### src/rtl/fog_dac_tx_if.sv
// DAC-side serial bus of fog_dac_tx: SPI clock/data, frame select and LDAC strobe.
interface fog_dac_tx_if;
  logic sclk;
  logic mosi;
  logic cs_n;
  logic ldac_n;

  modport master (
    output sclk,
    output mosi,
    output cs_n,
    output ldac_n
  );

  modport slave (
    input sclk,
    input mosi,
    input cs_n,
    input ldac_n
  );
endinterface

### src/rtl/fog_dac_tx.sv
// Serial DAC transmitter: snapshots phase-ramp / error words on load, converts them to
// offset-binary codes and shifts them as 24-bit SPI frames, then strobes LDAC.
module fog_dac_tx #(
  parameter int unsigned SCLK_HALF = 2,
  parameter int unsigned CS_GAP    = 2,
  parameter int unsigned LDAC_W    = 2
) (
  input  logic                i_clk,
  input  logic                i_rst,
  input  logic                i_load,
  input  logic [31:0]         i_phaseRamp,
  input  logic [31:0]         i_err,
  input  logic [4:0]          i_err_shift,
  input  logic [1:0]          i_ch_en,
  fog_dac_tx_if.master        dac,
  output logic                o_busy,
  output logic                o_done,
  output logic                o_overrun
);

  localparam int unsigned CntW = 16;
  localparam logic [CntW-1:0] HalfLast = CntW'(SCLK_HALF - 1);
  localparam logic [CntW-1:0] GapLast  = CntW'(CS_GAP - 1);
  localparam logic [CntW-1:0] LdacLast = CntW'(LDAC_W - 1);

  typedef enum logic [2:0] {StIdle, StShift, StTail, StGap, StLdac, StDone} state_e;

  state_e          state_q, state_d;
  logic [CntW-1:0] cnt_q, cnt_d;
  logic [4:0]      bit_q, bit_d;
  logic            phase_q, phase_d;   // 0: SCLK low half, 1: SCLK high half
  logic            ch_q, ch_d;         // 0: channel A, 1: channel B
  logic [15:0]     ramp_q, ramp_d;
  logic [31:0]     err_q, err_d;
  logic [4:0]      shift_q, shift_d;
  logic [1:0]      en_q, en_d;

  logic sclk_q, sclk_d, mosi_q, mosi_d, cs_n_q, cs_n_d, ldac_n_q, ldac_n_d;
  logic busy_q, busy_d, done_q, done_d, overrun_q, overrun_d;

  logic signed [31:0] err_sh;
  logic [15:0]        code_b;
  logic [23:0]        frame;
  logic               cs_active;

  // Only the top half of the ramp word reaches the DAC.
  logic unused_ramp_lsb;
  assign unused_ramp_lsb = ^i_phaseRamp[15:0];

  // Next-state logic of the transfer sequencer.
  always_comb begin
    state_d   = state_q;
    cnt_d     = cnt_q;
    bit_d     = bit_q;
    phase_d   = phase_q;
    ch_d      = ch_q;
    ramp_d    = ramp_q;
    err_d     = err_q;
    shift_d   = shift_q;
    en_d      = en_q;
    overrun_d = i_load && (state_q != StIdle);

    case (state_q)
      StIdle: begin
        if (i_load) begin
          ramp_d  = i_phaseRamp[31:16];
          err_d   = i_err;
          shift_d = i_err_shift;
          en_d    = i_ch_en;
          cnt_d   = '0;
          phase_d = 1'b0;
          bit_d   = 5'd23;
          ch_d    = ~i_ch_en[0];
          state_d = (i_ch_en == 2'b00) ? StDone : StShift;
        end
      end
      StShift: begin
        if (cnt_q == HalfLast) begin
          cnt_d = '0;
          if (!phase_q) begin
            phase_d = 1'b1;
          end else begin
            phase_d = 1'b0;
            if (bit_q == 5'd0) state_d = StTail;
            else               bit_d   = bit_q - 5'd1;
          end
        end else begin
          cnt_d = cnt_q + CntW'(1);
        end
      end
      StTail: begin
        if (cnt_q == HalfLast) begin
          cnt_d   = '0;
          state_d = StGap;
        end else begin
          cnt_d = cnt_q + CntW'(1);
        end
      end
      StGap: begin
        if (cnt_q == GapLast) begin
          cnt_d = '0;
          if (!ch_q && en_q[1]) begin
            ch_d    = 1'b1;
            bit_d   = 5'd23;
            phase_d = 1'b0;
            state_d = StShift;
          end else begin
            state_d = StLdac;
          end
        end else begin
          cnt_d = cnt_q + CntW'(1);
        end
      end
      StLdac: begin
        if (cnt_q == LdacLast) begin
          cnt_d   = '0;
          state_d = StDone;
        end else begin
          cnt_d = cnt_q + CntW'(1);
        end
      end
      StDone:  state_d = StIdle;
      default: state_d = StIdle;
    endcase
  end

  // Output decode from the next state, so every output is a flop aligned with its state.
  always_comb begin
    err_sh = $signed(err_d) >>> shift_d;
    if (err_sh > 32'sd32767)        code_b = 16'h7fff;
    else if (err_sh < -32'sd32768)  code_b = 16'h8000;
    else                            code_b = err_sh[15:0];

    if (ch_d) frame = {4'b0011, 4'd1, ~code_b[15], code_b[14:0]};
    else      frame = {4'b0011, 4'd0, ~ramp_d[15], ramp_d[14:0]};

    cs_active = (state_d == StShift) || (state_d == StTail);
    sclk_d    = (state_d == StShift) && phase_d;
    cs_n_d    = ~cs_active;
    mosi_d    = cs_active ? frame[bit_d] : 1'b0;
    ldac_n_d  = (state_d != StLdac);
    busy_d    = cs_active || (state_d == StGap) || (state_d == StLdac);
    done_d    = (state_d == StDone);
  end

  // State and output registers with synchronous reset.
  always_ff @(posedge i_clk) begin
    if (i_rst) begin
      state_q   <= StIdle;
      cnt_q     <= '0;
      bit_q     <= '0;
      phase_q   <= 1'b0;
      ch_q      <= 1'b0;
      ramp_q    <= '0;
      err_q     <= '0;
      shift_q   <= '0;
      en_q      <= '0;
      sclk_q    <= 1'b0;
      mosi_q    <= 1'b0;
      cs_n_q    <= 1'b1;
      ldac_n_q  <= 1'b1;
      busy_q    <= 1'b0;
      done_q    <= 1'b0;
      overrun_q <= 1'b0;
    end else begin
      state_q   <= state_d;
      cnt_q     <= cnt_d;
      bit_q     <= bit_d;
      phase_q   <= phase_d;
      ch_q      <= ch_d;
      ramp_q    <= ramp_d;
      err_q     <= err_d;
      shift_q   <= shift_d;
      en_q      <= en_d;
      sclk_q    <= sclk_d;
      mosi_q    <= mosi_d;
      cs_n_q    <= cs_n_d;
      ldac_n_q  <= ldac_n_d;
      busy_q    <= busy_d;
      done_q    <= done_d;
      overrun_q <= overrun_d;
    end
  end

  assign dac.sclk   = sclk_q;
  assign dac.mosi   = mosi_q;
  assign dac.cs_n   = cs_n_q;
  assign dac.ldac_n = ldac_n_q;
  assign o_busy     = busy_q;
  assign o_done     = done_q;
  assign o_overrun  = overrun_q;

endmodule
### src/flat_wrapper.sv
// flat-port wrapper written by rule: the top's interface ports become plain ports
module fog_dac_tx_flat 
#(
  parameter int unsigned SCLK_HALF = 2,
  parameter int unsigned CS_GAP    = 2,
  parameter int unsigned LDAC_W    = 2
)
  (i_clk, i_rst, i_load, i_phaseRamp, i_err, i_err_shift, i_ch_en, o_busy, o_done, o_overrun, dac_sclk, dac_mosi, dac_cs_n, dac_ldac_n);
  fog_dac_tx_if dac_i ();
  input  logic i_clk;
  input  logic i_rst;
  input  logic i_load;
  input  logic [31:0] i_phaseRamp;
  input  logic [31:0] i_err;
  input  logic [4:0] i_err_shift;
  input  logic [1:0] i_ch_en;
  output logic o_busy;
  output logic o_done;
  output logic o_overrun;
  output wire logic [$bits(dac_i.sclk)-1:0] dac_sclk;
  output wire logic [$bits(dac_i.mosi)-1:0] dac_mosi;
  output wire logic [$bits(dac_i.cs_n)-1:0] dac_cs_n;
  output wire logic [$bits(dac_i.ldac_n)-1:0] dac_ldac_n;
  assign dac_sclk = dac_i.sclk;
  assign dac_mosi = dac_i.mosi;
  assign dac_cs_n = dac_i.cs_n;
  assign dac_ldac_n = dac_i.ldac_n;
  fog_dac_tx #(.SCLK_HALF(SCLK_HALF), .CS_GAP(CS_GAP), .LDAC_W(LDAC_W)) u_core (.i_clk(i_clk), .i_rst(i_rst), .i_load(i_load), .i_phaseRamp(i_phaseRamp), .i_err(i_err), .i_err_shift(i_err_shift), .i_ch_en(i_ch_en), .dac(dac_i), .o_busy(o_busy), .o_done(o_done), .o_overrun(o_overrun));
endmodule
### config.mk
export PLATFORM = sky130hd
export DESIGN_NAME = fog_dac_tx_flat
export DESIGN_NICKNAME = d
export VERILOG_FILES = /design/src/rtl/fog_dac_tx_if.sv /design/src/rtl/fog_dac_tx.sv /design/src/flat_wrapper.sv
export SDC_FILE = /design/constraint.sdc
export NUM_CORES = 1
export LEC_CHECK = 0
export CORE_MARGIN = 2
export CORE_UTILIZATION = 43
export DETAILED_ROUTE_END_ITERATION = 10
export PLACE_DENSITY = 0.7
export SLEW_MARGIN = 40
export SYNTH_ARGS = -nofsm -noshare
export SYNTH_HDL_FRONTEND = slang
export SYNTH_SLANG_ARGS = --single-unit
### constraint.sdc
create_clock -name i_clk -period 3.4 [get_ports i_clk]
set_clock_uncertainty 0.05 [all_clocks]
set_input_delay 0.68 -clock i_clk [delete_from_list [all_inputs] [get_ports i_clk]]
set_output_delay 0.68 -clock i_clk [all_outputs]
set_load 0.02 [all_outputs]
[Yosys cells after proc, flatten, opt, wreduce, memory -nomap -nowiden]
Index checks and enable logic that the tools add are counted.
Storage, ports and cells
  memory bits (read-only): 0
  memories: 0
  bits in registers: 88
  input port bits: 74
  bits in writable memories: 0
  latch bits: 0
  output and inout port bits: 7
Cells by class
  add/sub/neg operators: 2
  eq/ne operators: 12
  order comparisons: 3
  divide/modulo/power cells: 0
  reductions and logical operators: 16
  bitwise logic cells: 4
  multipliers: 0
  shift operators: 1
  multiplexer cells: 41
Operators with widths (count)
  16-bit two-way mux: 6
  32-bit two-way mux: 2
  5-bit two-way mux: 8
  32-bit by 16-bit > comparator with 1-bit output (second input constant): 1
  32-bit by 16-bit < comparator with 1-bit output (second input constant): 1
  16-bit case mux with 2 select lines: 1
  32-bit by 5-bit >>> shifter with 32-bit output: 1
  3-bit two-way mux: 9
  17-bit two-way mux: 1
  16-bit by 1-bit adder with 16-bit output (second input constant): 1
  16-bit by 1-bit == test with 1-bit output (second input constant): 1
  3-bit case mux with 5 select lines: 1
  5-bit case mux with 3 select lines: 1
  3-bit by 2-bit == test with 1-bit output (second input constant): 4
  3-bit == test (second input constant): 3
  1-bit two-way mux: 9
  3-bit by 1-bit == test with 1-bit output (second input constant): 2
  5-bit by 6-bit < comparator with 1-bit output (second input constant): 1
  1-bit binary-select mux with 5-bit select: 1
  5-bit logical NOT: 1
  5-bit by 1-bit subtractor with 5-bit output (second input constant): 1
  1-bit inverter: 4
  2-bit AND reduction: 2
  4-bit OR reduction: 1
  other kinds (12): 16

[Longest topological paths before layout]
  depth after elaboration: 10
  mapped depth: 16

[Worst setup path after synthesis]
Ideal clock, no wire load.
  path kind: input -> register
  start: input port i_load
  end: register u_core.mosi_q, in the netlist u_core.dac.mosi
  required time: 3259 ps
  data arrival time: 3514 ps
  cell stages on the path: 12
  setup slack: -255 ps
  cells stage by stage: nor4b_2 buf_6 buf_2 mux2_2 a211oi_2 nand4_1 a2111oi_4 o221ai_2 a221oi_1 o221ai_1 a32o_1 a311oi_1
On the way
  longest elaborated chain between the ends: 10
Ends and longest elaborated chain
  start: declaration: RTL line flat_wrapper.sv:12  | input logic i_load;
  32-bit two-way mux / 5-bit two-way mux (equally long branches): RTL line fog_dac_tx.sv:65  | if (i_load) begin
  32-bit two-way mux / 5-bit two-way mux (equally long branches): RTL line fog_dac_tx.sv:63  | case (state_q)
  32-bit by 5-bit >>> shifter with 32-bit output: RTL line fog_dac_tx.sv:129  | err_sh = $signed(err_d) >>> shift_d;
  32-bit by 16-bit < comparator with 1-bit output: RTL line fog_dac_tx.sv:131  | else if (err_sh < -32'sd32768) code_b = 16'h8000;
  16-bit two-way mux: RTL line fog_dac_tx.sv:131
  16-bit two-way mux: RTL line fog_dac_tx.sv:130  | if (err_sh > 32'sd32767) code_b = 16'h7fff;
  1-bit inverter: RTL line fog_dac_tx.sv:134  | if (ch_d) frame = {4'b0011, 4'd1, ~code_b[15], code_b[14:0]};
  17-bit two-way mux: RTL line fog_dac_tx.sv:134
  1-bit binary-select mux with 5-bit select: RTL line fog_dac_tx.sv:140  | mosi_d = cs_active ? frame[bit_d] : 1'b0;
  1-bit two-way mux (implied by the code): RTL line fog_dac_tx.sv:140
  end signal: assignment: RTL line fog_dac_tx.sv:176  | mosi_q <= mosi_d;
  end: declaration: RTL line fog_dac_tx.sv:38  | logic sclk_q, sclk_d, mosi_q, mosi_d, cs_n_q, cs_n_d, ldac_n_q, ldac_n_d;
Several ways; a longest one is shown, not always the timed one. The select of a mux whose other input is x is not followed.
A chain may end at the register's enable or synchronous reset.

[Worst setup path after layout]
Ends and elaborated chain as after synthesis.

==> results.cfg <==
[status]
status = finished with violations
failed_checks = setup timing

[worst_setup_path]
critical_path.startpoint_type = input port
worstPathRequired_ps = 3620
reg2reg_slack_ps = -110
critPathCaptureType = flop
regToRegEndpoint = u_core.dac.mosi
critPathKind = in2reg
rr_startpoint = u_core.state_q[2]
r2r_cells = 14
critical_path_startpoint = i_load
worst-path-max-fanout = 15
critPathCapture = u_core.dac.mosi
worst_ep_arrival_time_ps = 3730

[grt]
largest_net_degree_at_the_start_of_global_routing = 60
first_pass_grt_wire_length_mm = 35.79
global_route.usage.total_pct = 24.97
grt_overflow = 0
first_global_vias = 7047
grt_antenna_before_repair = 0

[cells_and_area]
layout-area-overhead-vs-synth_pct = 32.48
post_route_cells_drive_above_1_share_pct = 20.84
fillerInstances = 1503
antenna_cells = 0
nets = 1195
layout.cell_area.non_filler_sq_mm = 0.009246

[logic_synthesis]
synth-async-reset-ratio_pct = 0
post-synth-top-area-fraction_pct = 24.96
synth.yosys.warnings = 0
synth-main-ff-cell = dfxtp_1
syn_inst = 966
ys_ff_latch = 87
synth_top_cells_by_area = dfxtp_1 25%, mux2i_1 13%, nand2_1 8.8%
synth.top_cells.by_count = 164 x nand2_1, 104 x nor2_1, 90 x mux2i_1, 89 x a21oi_1, 87 x dfxtp_1
yosysUniqueCellTypes = 81
mappedNetlistArea_sq_mm = 0.006979
synth_area_per_cell_sq_um = 7.225
syn_nets = 1043
synth_top_cell_by_area = dfxtp_1
synthMostInstantiatedCell = nand2_1
synth_edf_count = 0
seq_area_frac_synth_pct = 24.96

[clocking]
clk-insertion-delay-late_ps = 360
cts_tree = built
clock_path_buffers = 2
cts-htree-levels = 3
ctsRootBufferMaster = clkbuf_16
clk_transition_reported_paths_ps = 70
cts-hold-fix-buffers = 0
cts_inserted_buffers = 9
clkSinkCount = 87

[floorplan]
floorplan.die_area_sq_mm = 0.01727
initial_core_util_pct = 43.94
dieWidth_um = 131.4
placeable_core_region_sq_mm = 0.01589
rows = 46
die_height_um = 131.4
ioPinCount = 81

[placement]
buffer_ports.inserted = 64
dp_worst_setup_slack_ps = -1111
post-dp-hpwl_mm = 16.58
place.gp.congestion = 0.9851
dpl_cell_area_sq_mm = 0.008685

[pwr]
share_clk_of_total_power_pct = 26.1
ir_worst_vdd_mv = 0.2824
cell_internal_pwr_uw = 2486
power-per-cell-area_mw_per_mm2 = 431.2
sequential_power_share_pct = 28.5
switching_share_of_total_power_pct = 37.66
p_comb_share_pct = 45.3
leakage_uw = 0.003621
net-switching-power_uw = 1502

[timing]
worst_relative_slew_slack_pct = 60.25
post-route-period-util_pct = 103.4
setup_repair_after_global_routing_missed_its_margin = yes
worstMarginPinSlew_ps = 590.0
setup_viol = 1
count_of_pins_over_their_slew_limit = 0
max_freq_mhz = 284.5
min_period_ps = 3515
timing.final.hold_violations = 0
timing.final.ws_setup_ps = -114.8

[routing]
drt-initial-drc-count = 665
number_of_routed_nets_with_antenna_violations = 0
route.met3.wl_mm = 1.289
route.layer.met1.wl_mm = 10.16
num_vias = 7647
top_layer = met4
routed_via_density = 5.711
met2_wire_len_mm = 10.08
dr.pass1.iters = 8
remaining_drc_errors = 0
route.final.wire_length_mm = 21.97
route.detailed.wl_per_inst_um = 16.41

[worst_hold_path]
worst_hold_startpoint = u_core.err_q[0]
hold_removal_path_class = reg2reg

[run]
max_cap_violations = 0
-- timing repair --
item | 4_1_cts | 5_1_grt
gates resized for setup | 28 | 18
buffers inserted | 11 | 2
endpoints found under the setup margin | 1 | 1
pin swaps | 12 | 2
endpoints found under the hold margin | 0 | 0
-- placed cells by master, fill, tap and decap left out, types with 4 or more instances in the layout --
| master | synthesis | routed |
|---|---|---|
| a211oi_1 | 21 | 18 |
| a21oi_1 | 89 | 85 |
| a21oi_2 | 0 | 4 |
| a31oi_1 | 10 | 10 |
| buf_12 | 0 | 7 |
| buf_4 | 3 | 139 |
| buf_6 | 6 | 9 |
| clkbuf_16 | 0 | 9 |
| clkdlybuf4s50_1 | 0 | 59 |
| dfxtp_1 | 87 | 83 |
| dfxtp_2 | 0 | 4 |
| inv_1 | 11 | 11 |
| mux2_2 | 12 | 12 |
| mux2_4 | 4 | 4 |
| mux2i_1 | 90 | 87 |
| nand2_1 | 164 | 161 |
| nand3_1 | 53 | 53 |
| nand3b_1 | 8 | 8 |
| nand4_1 | 16 | 16 |
| nor2_1 | 104 | 102 |
| nor2b_1 | 7 | 7 |
| nor3_1 | 17 | 14 |
| nor3_2 | 1 | 4 |
| nor4_1 | 8 | 8 |
| o2111ai_1 | 7 | 7 |
| o211ai_1 | 12 | 12 |
| o21ai_0 | 54 | 51 |
| o21ai_1 | 5 | 7 |
| o21bai_1 | 6 | 6 |
| o22ai_1 | 6 | 6 |
| o31ai_1 | 5 | 4 |
| or3_1 | 5 | 5 |
| xor2_1 | 11 | 11 |
-- flip-flops by register name (all words and copies together) (netlist names) --
signal             cells
u_core.shift_q         5
u_core.o_done          1
u_core.en_q            1
u_core.ch_q            1
u_core.state_q         3
u_core.phase_q         1
u_core.err_q          32
u_core.dac.mosi        1
u_core.cnt_q          16
u_core.bit_q           5
u_core.o_overrun       1
u_core.o_busy          1
u_core.dac.cs_n        1
u_core.dac.sclk        1
u_core.dac.ldac_n      1
u_core.ramp_q         16
-- routing by layer --
| metal | vias to the layer above | GRT usage, % |
|---|---|---|
| li1 | 3817 | - |
| met1 | 3546 | 34.46 |
| met5 | - | 0 |
| met2 | 251 | 40.11 |
| met4 | 0 | 7.428 |
| met3 | 33 | 3.974 |
-- power by group through the flow --
stage               clock, uW  sequential, uW  combinational (uW)
floorplan                   0            1150                1030
global placement            0            1160                1670
detailed placement          0            1160                1680
CTS                      1070            1140                1740
global route             1100            1140                1960
finish                   1040            1140                1810
-- critical path: stages --
cell       delay [ps]
buf_6              80
buf_6              90
or4b_4            530
buf_6             190
nand3b_1           90
nand4_1           230
o31ai_2           300
nand4_1           190
a2111oi_4         250
o221ai_2          180
buf_4             190
a31oi_1           180
o21bai_1           90
a32o_1            230
a311oi_2          230
-- cell families (layout without fill, tap and decap cells) --
group / Yosys count / in the layout / synth area share, %
mux: 108 / 108 / 16.22
simple gates: 406 / 406 / 26.68
buf+inv: 88 / 245 / 5.898
flops: 87 / 87 / 24.96
fa+ha+maj: 3 / 3 / 0.5379
compound gates: 261 / 261 / 24.08
xor+xnor: 13 / 13 / 1.631
-- metrics by stage --
step	total power (uW)	std cells	utilization (%)	TNS (ps)	hold WS, ps
2_1_floorplan	2176	966	-	-93.04	381.8
3_3_place_gp	2831	1311	54.67	-1008	401.2
3_5_place_dp	2844	1311	54.67	-1111	401.2
4_1_cts	3944	1337	57.54	-22.30	412.4
5_1_grt	4204	1339	58.21	-288.9	438.8
6_report	3987	1339	58.21	-114.8	412.6
-- area by class of cell --
cell class / count / area, sq um / area share, %
tap: 216 / 270.3 / 2.923
multi-input combinational: 791 / 4970 / 53.75
inverter: 11 / 41.29 / 0.4465
timing repair buffer: 218 / 1913 / 20.69
sequential: 87 / 1747 / 18.89
clock buffer: 9 / 225.2 / 2.436
clock inverter: 7 / 80.08 / 0.8660
-- worst min path at each step --
| stage | cells after the start | endpoint |
|---|---|---|
| 4_1_cts | 2 | u_core.err_q[0] |
| 3_3_place_gp | 2 | u_core.err_q[0] |
| 3_5_place_dp | 2 | u_core.err_q[0] |
| 2_1_floorplan | 2 | u_core.err_q[0] |
| 6_report | 2 | u_core.err_q[0] |
| 5_1_grt | 2 | u_core.err_q[0] |
Power figures use the tool's default switching activity.
